==> src/rtl/uart_tx_pkg.sv <==
// Shared types and constants for the UART transmit frame engine.
// Optional build macro: UART_TX_STICKY_PARITY_EN (mark/space parity).
package uart_tx_pkg;

    typedef enum logic [2:0] {
        IDLE,
        START,
        DATA,
        PARITY,
        STOP
    } tx_state_e;

    localparam logic [1:0] PAR_EVEN  = 2'b00;
    localparam logic [1:0] PAR_ODD   = 2'b01;
    localparam logic [1:0] PAR_MARK  = 2'b10;
    localparam logic [1:0] PAR_SPACE = 2'b11;

    localparam int DW_MIN = 5;
    localparam int DW_MAX = 9;

endpackage

==> src/rtl/uart_tx_parity_gen.sv <==
// Combinational parity bit from the captured frame word and parity mode.
// UART_TX_STICKY_PARITY_EN adds mark/space; otherwise only PAR_TYP[0] counts.
module uart_tx_parity_gen
    import uart_tx_pkg::*;
#(
    parameter int DATA_WIDTH = 8
) (
    input  logic [DATA_WIDTH-1:0] i_data,
    input  logic [1:0]            i_par_typ,
    output logic                  o_parity
);

    logic w_even;
    assign w_even = ^i_data;

`ifdef UART_TX_STICKY_PARITY_EN
    // Full four-mode decode including the sticky mark/space codes.
    always_comb begin
        o_parity = w_even;
        unique case (i_par_typ)
            PAR_EVEN:  o_parity = w_even;
            PAR_ODD:   o_parity = ~w_even;
            PAR_MARK:  o_parity = 1'b1;
            PAR_SPACE: o_parity = 1'b0;
        endcase
    end
`else
    // Mode bit 1 is don't-care: 10 acts as even, 11 as odd.
    logic w_unused;
    assign w_unused = i_par_typ[1];

    // Even/odd selection from the low mode bit only.
    always_comb begin
        o_parity = (i_par_typ[0] == PAR_ODD[0]) ? ~w_even : w_even;
    end
`endif

endmodule

==> src/rtl/uart_tx_frame.sv <==
// UART transmit frame engine: start, DATA_WIDTH bits LSB first, optional
// parity, one or two stop bits. Macro: UART_TX_STICKY_PARITY_EN.
module uart_tx_frame
    import uart_tx_pkg::*;
#(
    parameter int DATA_WIDTH = 8
) (
    input  logic                  CLK,
    input  logic                  RST,
    input  logic [DATA_WIDTH-1:0] P_DATA,
    input  logic                  Data_Valid,
    input  logic                  PAR_EN,
    input  logic [1:0]            PAR_TYP,
    input  logic                  STOP2,
    output logic                  TX_OUT,
    output logic                  busy
);

    localparam int CW = $clog2(DATA_WIDTH);
    localparam logic [CW-1:0] LAST = CW'(DATA_WIDTH - 1);

    if (DATA_WIDTH < DW_MIN || DATA_WIDTH > DW_MAX) begin : g_bad_width
        $error("uart_tx_frame: DATA_WIDTH out of range");
    end

    tx_state_e             r_state;
    logic [DATA_WIDTH-1:0] r_data;
    logic [DATA_WIDTH-1:0] r_shift;
    logic [CW-1:0]         r_cnt;
    logic                  r_stop_cnt;
    logic                  r_par_en;
    logic [1:0]            r_par_typ;
    logic                  r_stop2;

    logic w_parity;
    logic w_stop_last;
    logic w_accept;

    uart_tx_parity_gen #(
        .DATA_WIDTH(DATA_WIDTH)
    ) u_parity (
        .i_data   (r_data),
        .i_par_typ(r_par_typ),
        .o_parity (w_parity)
    );

    // Last stop cycle; a new word may be taken on that edge for zero gap.
    always_comb begin
        w_stop_last = !r_stop2 || r_stop_cnt;
        w_accept    = Data_Valid &&
                      ((r_state == IDLE) ||
                       ((r_state == STOP) && w_stop_last));
    end

    // Frame FSM with registered line and busy outputs.
    always_ff @(posedge CLK or negedge RST) begin
        if (!RST) begin
            r_state    <= IDLE;
            TX_OUT     <= 1'b1;
            busy       <= 1'b0;
            r_data     <= '0;
            r_shift    <= '0;
            r_cnt      <= '0;
            r_stop_cnt <= 1'b0;
            r_par_en   <= 1'b0;
            r_par_typ  <= PAR_EVEN;
            r_stop2    <= 1'b0;
        end else begin
            unique case (r_state)
                IDLE: begin
                    TX_OUT <= 1'b1;
                    busy   <= 1'b0;
                end
                START: begin
                    TX_OUT  <= r_shift[0];
                    r_shift <= r_shift >> 1;
                    r_cnt   <= '0;
                    r_state <= DATA;
                end
                DATA: begin
                    if (r_cnt == LAST) begin
                        r_stop_cnt <= 1'b0;
                        if (r_par_en) begin
                            TX_OUT  <= w_parity;
                            r_state <= PARITY;
                        end else begin
                            TX_OUT  <= 1'b1;
                            r_state <= STOP;
                        end
                    end else begin
                        TX_OUT  <= r_shift[0];
                        r_shift <= r_shift >> 1;
                        r_cnt   <= r_cnt + 1'b1;
                    end
                end
                PARITY: begin
                    TX_OUT     <= 1'b1;
                    r_stop_cnt <= 1'b0;
                    r_state    <= STOP;
                end
                STOP: begin
                    TX_OUT <= 1'b1;
                    if (w_stop_last) begin
                        busy    <= 1'b0;
                        r_state <= IDLE;
                    end else begin
                        r_stop_cnt <= 1'b1;
                    end
                end
                default: begin
                    TX_OUT  <= 1'b1;
                    busy    <= 1'b0;
                    r_state <= IDLE;
                end
            endcase

            if (w_accept) begin
                r_data    <= P_DATA;
                r_shift   <= P_DATA;
                r_par_en  <= PAR_EN;
                r_par_typ <= PAR_TYP;
                r_stop2   <= STOP2;
                TX_OUT    <= 1'b0;
                busy      <= 1'b1;
                r_state   <= START;
            end
        end
    end

endmodule
==> config.mk <==
export PLATFORM = sky130hd
export DESIGN_NAME = uart_tx_frame
export DESIGN_NICKNAME = d
export VERILOG_FILES = /design/src/rtl/uart_tx_pkg.sv /design/src/rtl/uart_tx_parity_gen.sv /design/src/rtl/uart_tx_frame.sv
export SDC_FILE = /design/constraint.sdc
export NUM_CORES = 1
export LEC_CHECK = 0
export BUFFER_PORTS_ARGS = -buffer_cell sky130_fd_sc_hd__buf_2
export CAP_MARGIN = 10
export CORE_UTILIZATION = 45
export DETAILED_ROUTE_END_ITERATION = 10
export GPL_TIMING_DRIVEN = 1
export PLACE_DENSITY_LB_ADDON = 0.05
export SYNTH_ARGS = -nofsm -noshare
export SYNTH_HDL_FRONTEND = slang
export SYNTH_SLANG_ARGS = --single-unit
==> constraint.sdc <==
create_clock -name CLK -period 3.4 [get_ports CLK]
set_input_delay 0.34 -clock CLK [delete_from_list [all_inputs] [get_ports CLK]]
set_output_delay 0.34 -clock CLK [all_outputs]
set_load 0.03 [all_outputs]
==> run summary <==
The flow ran to the end, but the final reports show violations. The final reports fail on DRC, hold timing. Using the TritonRoute via totals, the vias-per-cell ratio works out to 5.26. Yosys mapped a number of flops with a built-in enable equal to 0. The net count after synthesis came out at 133. From synthesis to final layout, the design area changed by 5.99%. The first global-routing pass estimated 3890 um of wire. The effective utilization at floorplan came out at 0.490. In this run the cell area measured after placement is 0.00146 mm2. The share of cell area taken by muxes after synthesis works out to 0.163. By area, the combinational part of the netlist is dominated by multiplexers.

For this run the aggregate overflow at the end of global routing stands at 0. During synthesis, Yosys emitted a total of 0 warnings. Distinct cell type count after synthesis: 31.

The dominant synthesized flop cell is dfrtp_1. H-tree depth: 1. The endpoint required time on the critical path came out at 3.63 ns. In this run the count of I/O pins placed on the die edge is 17. Timing analysis after detailed placement gives a worst setup slack of 1.43 ns. Before antenna repair, the detailed router went through 7 iterations.

For this design the ratio of total power to cell area is 992 mW/mm2. Excluding fillers, the count of instances in the completed layout stands at 159. The share of layout cells above drive strength 1 was 0.281; the routed length per instance was 14.0 um.

At the pin with the least slew margin, the transition time is 0.693 ns. The biggest fanout along the worst timing path works out to 31. The tools report the number of resized instances in the post-cts repair step as 0. The tools report the worst flop-to-flop path startpoint as r_state[0].

Setup repair after global routing left no endpoint under its margin. The via count of the first global-routing pass is 859. After synthesis the cells add up to 0.00140 mm2. The depth of the most critical reg-to-reg path was 3. Worst-path cell with the longest stage delay: dfrtp_1.

The worst path meets setup with 1.41 ns of slack. For the arrival time at the worst endpoint, the log shows 2.22 ns. In this run the static leakage power is 0.726 nW. The run gives 0.703 as the routability congestion estimate from global placement. For this run, design rule violations remaining after detail routing come to 2. Wire segments on met3 add up to 82 um in the final route. Critical path class: register to register.

Grouping stages by cell kind, the critical path spends the most delay in simple AND/OR/NAND/NOR gates. Clock-pin slew was measured on the worst setup and hold paths at 0.15 ns. The max-slew violation count came out at 0. The tools report the register area share after synthesis as 0.502. Worst-case clock buffer depth: 2. Time the final worst path needs with I/O delays and setup: 1.99 ns.

The number of antenna diodes in the final layout is 0. The run gives 837 as the overall via count from detail_route. Entering global routing, the biggest net connects 32 pins. The net count of the finished layout came out at 146. TritonCTS built the clock tree. Detailed routing placed a total of 919 um of wire on met2. The signal on the critical path passes through nor2_1 -> nand3_2 -> mux2_4. The worst setup path is launched from a register. The critical path contains buffers and inverters numbering 0 combined. The average cell area after synthesis is 12.1 um2. The path class of the tightest hold or removal check is input pin to async pin. The die covers 0.00334 mm2. The fraction of synthesis flops using an asynchronous set or reset pin is 1.00. In this run the horizontal extent of the chip is 57.8 um. The number of rows in the core area came out at 19. Synthesis inferred 28 register bits. The adder and majority gate portion of the synthesized area is 0.0179, and the wire length the detailed router placed on met1 is 1180 um. Simple-gate portion of the synthesized area: 0.103. The area share of the largest cell type after synthesis was 0.483. Based on the critical path, the design can be clocked at up to 0.502 GHz. The run gives 3 as the number of buffers inserted during clock tree synthesis. Ranked by total cell area, the synthesized netlist is headed by dfrtp_1 48%, mux2_4 9.7%, mux2i_1 5.0%, a21oi_1 4.3%, nor2_1 3.0%. Once detail routing completed, the nets flagged for antenna violations numbered 0. Clock root buffer master: clkbuf_4. The fraction of the mapped netlist area in compound gates is 0.113, and the largest stage delay on the critical path is 0.58 ns. The max capacitance violation total is 0.

Setup violations remaining at the end of the flow were counted as 0. IR analysis of the VDD net gives a maximum drop of 0.437 mV. The clock tree skew after final layout was 0.00704 ns; the number of cells after detailed placement was 155. The logs give 0 for the number of antenna violations at the first check in global routing and 28 for the clock sink count.

The detailed router used layers up to and including met4. Input and output buffers added on the ports amount to 15. The setup check on the worst reg-to-reg path leaves a slack of 1.41 ns. For the relative slew slack, the log shows 0.537. The count of final hold-check violations came out at 6.

In this run the critical register-to-register path is captured at r_data[4]. For the final routed database, the setup TNS stands at 0 ns. The finished cells cover 0.00148 mm2. The total global routing track utilization is 0.155. The count of hold-fix buffers inserted at cts was 0. The worst slack on hold paths is -0.00383 ns. Final period utilization: 0.586.

The number of DRC violations after detailed-routing iteration 0 is 36. In the synthesized netlist, the number of instances is 116. The overall die height was 57.8 um; the number of setup buffers added after CTS was 0. At the later pin of the worst-skew pair, clock insertion delay measures 0.33 ns. Kind of end point of the critical path: a register.

By count the netlist is led by 27 x dfrtp_1, 12 x a21oi_1, 11 x nor2_1. The xor and xnor fraction of the mapped netlist area was 0.0537. The tools report the post-detailed-routing wire length as 2220 um.

Summed over all instances, the cell type with the most area after synthesis is dfrtp_1. Most common cell in the synthesized netlist: dfrtp_1. The floorplan step defined a core boundary enclosing 0.00285 mm2.
-- cells by family after synthesis --
| kind of cell | count (synthesis) |
|---|---|
| AO/OA/AOI/OAI | 25 |
| adder cells (fa/ha/maj) | 2 |
| buffers and inverters | 10 |
| flip-flops | 28 |
| AND/OR/NAND/NOR | 26 |
| multiplexers | 18 |
| XOR/XNOR | 7 |
-- worst max path at each step --
stage               start         to  slack [ns]  cells after the start
2_1_floorplan    r_cnt[0]   r_cnt[1]        1.85                      6
3_3_place_gp   r_state[0]  r_data[3]        1.45                      3
3_5_place_dp   r_state[0]  r_data[4]        1.43                      3
4_1_cts        r_state[0]  r_data[4]        1.39                      3
5_1_grt        r_state[0]  r_data[5]        1.23                      3
6_report       r_state[0]  r_data[4]        1.41                      3
-- metal layers --
layer  vias to the layer above  track usage
li1                        424            -
met1                       392        0.225
met2                        17        0.233
met3                         4       0.0201
met4                         0       0.0714
met5                         -            0
-- registers in the layout, summed over array words and instances (netlist names) --
signal	cells
r_stop2	1
r_shift	8
TX_OUT	1
r_cnt	3
r_par_en	1
r_par_typ	1
r_stop_cnt	1
r_state	3
r_data	8
busy	1
-- area by class of cell --
cell class	count	area [um2]
inverters	3	11.3
fillers	261	1370
clock buffers	4	26.3
flip-flops and latches	28	702
well taps	31	38.8
multi-input cells	78	629
repair buffers	15	75.1
-- cells in the final DEF (no fill, tap or decap) --
master | synthesis | final
dfrtp_1 | 27 | 27
buf_2 | 3 | 15
a21oi_1 | 12 | 12
nor2_1 | 11 | 11
mux2_4 | 9 | 9
mux2i_1 | 7 | 7
o21ai_0 | 5 | 5
xnor2_1 | 4 | 4
nand2_1 | 4 | 4
a22o_1 | 3 | 3
inv_1 | 3 | 3
clkbuf_4 | 0 | 3
nand3_1 | 2 | 2
nor3_1 | 2 | 2
xor2_1 | 2 | 2
a22o_2 | 2 | 2
mux2_2 | 2 | 2
ha_1 | 2 | 2
dfstp_2 | 1 | 1
xnor3_1 | 1 | 1
and2b_1 | 1 | 1
nor3b_4 | 1 | 1
o21bai_2 | 1 | 1
nand3b_1 | 1 | 1
nand3_2 | 1 | 1
nor3_2 | 1 | 1
or2_1 | 1 | 1
or2b_1 | 1 | 1
o21bai_1 | 1 | 1
o31ai_1 | 1 | 1
clkbuf_1 | 0 | 1
-- where the power goes --
| group | leakage, nW | internal [mW] | switching (mW) |
|---|---|---|---|
| combinational | 0.380 | 0.409 | 0.291 |
| sequential | 0.332 | 0.495 | 0.133 |
| clock | 0.0150 | 0.0460 | 0.0965 |
| total | 0.726 | 0.950 | 0.521 |
-- through the flow --
stage	hold WS (ns)	total power, mW	util
floorplan	0.0444	1.26	-
global route	0.0285	1.59	0.520
CTS	0.00532	1.50	0.520
finish	-0.00383	1.47	0.520
detailed placement	0.394	1.35	0.511
global placement	0.387	1.32	0.511
No activity file was read; power rests on OpenSTA's default activity.
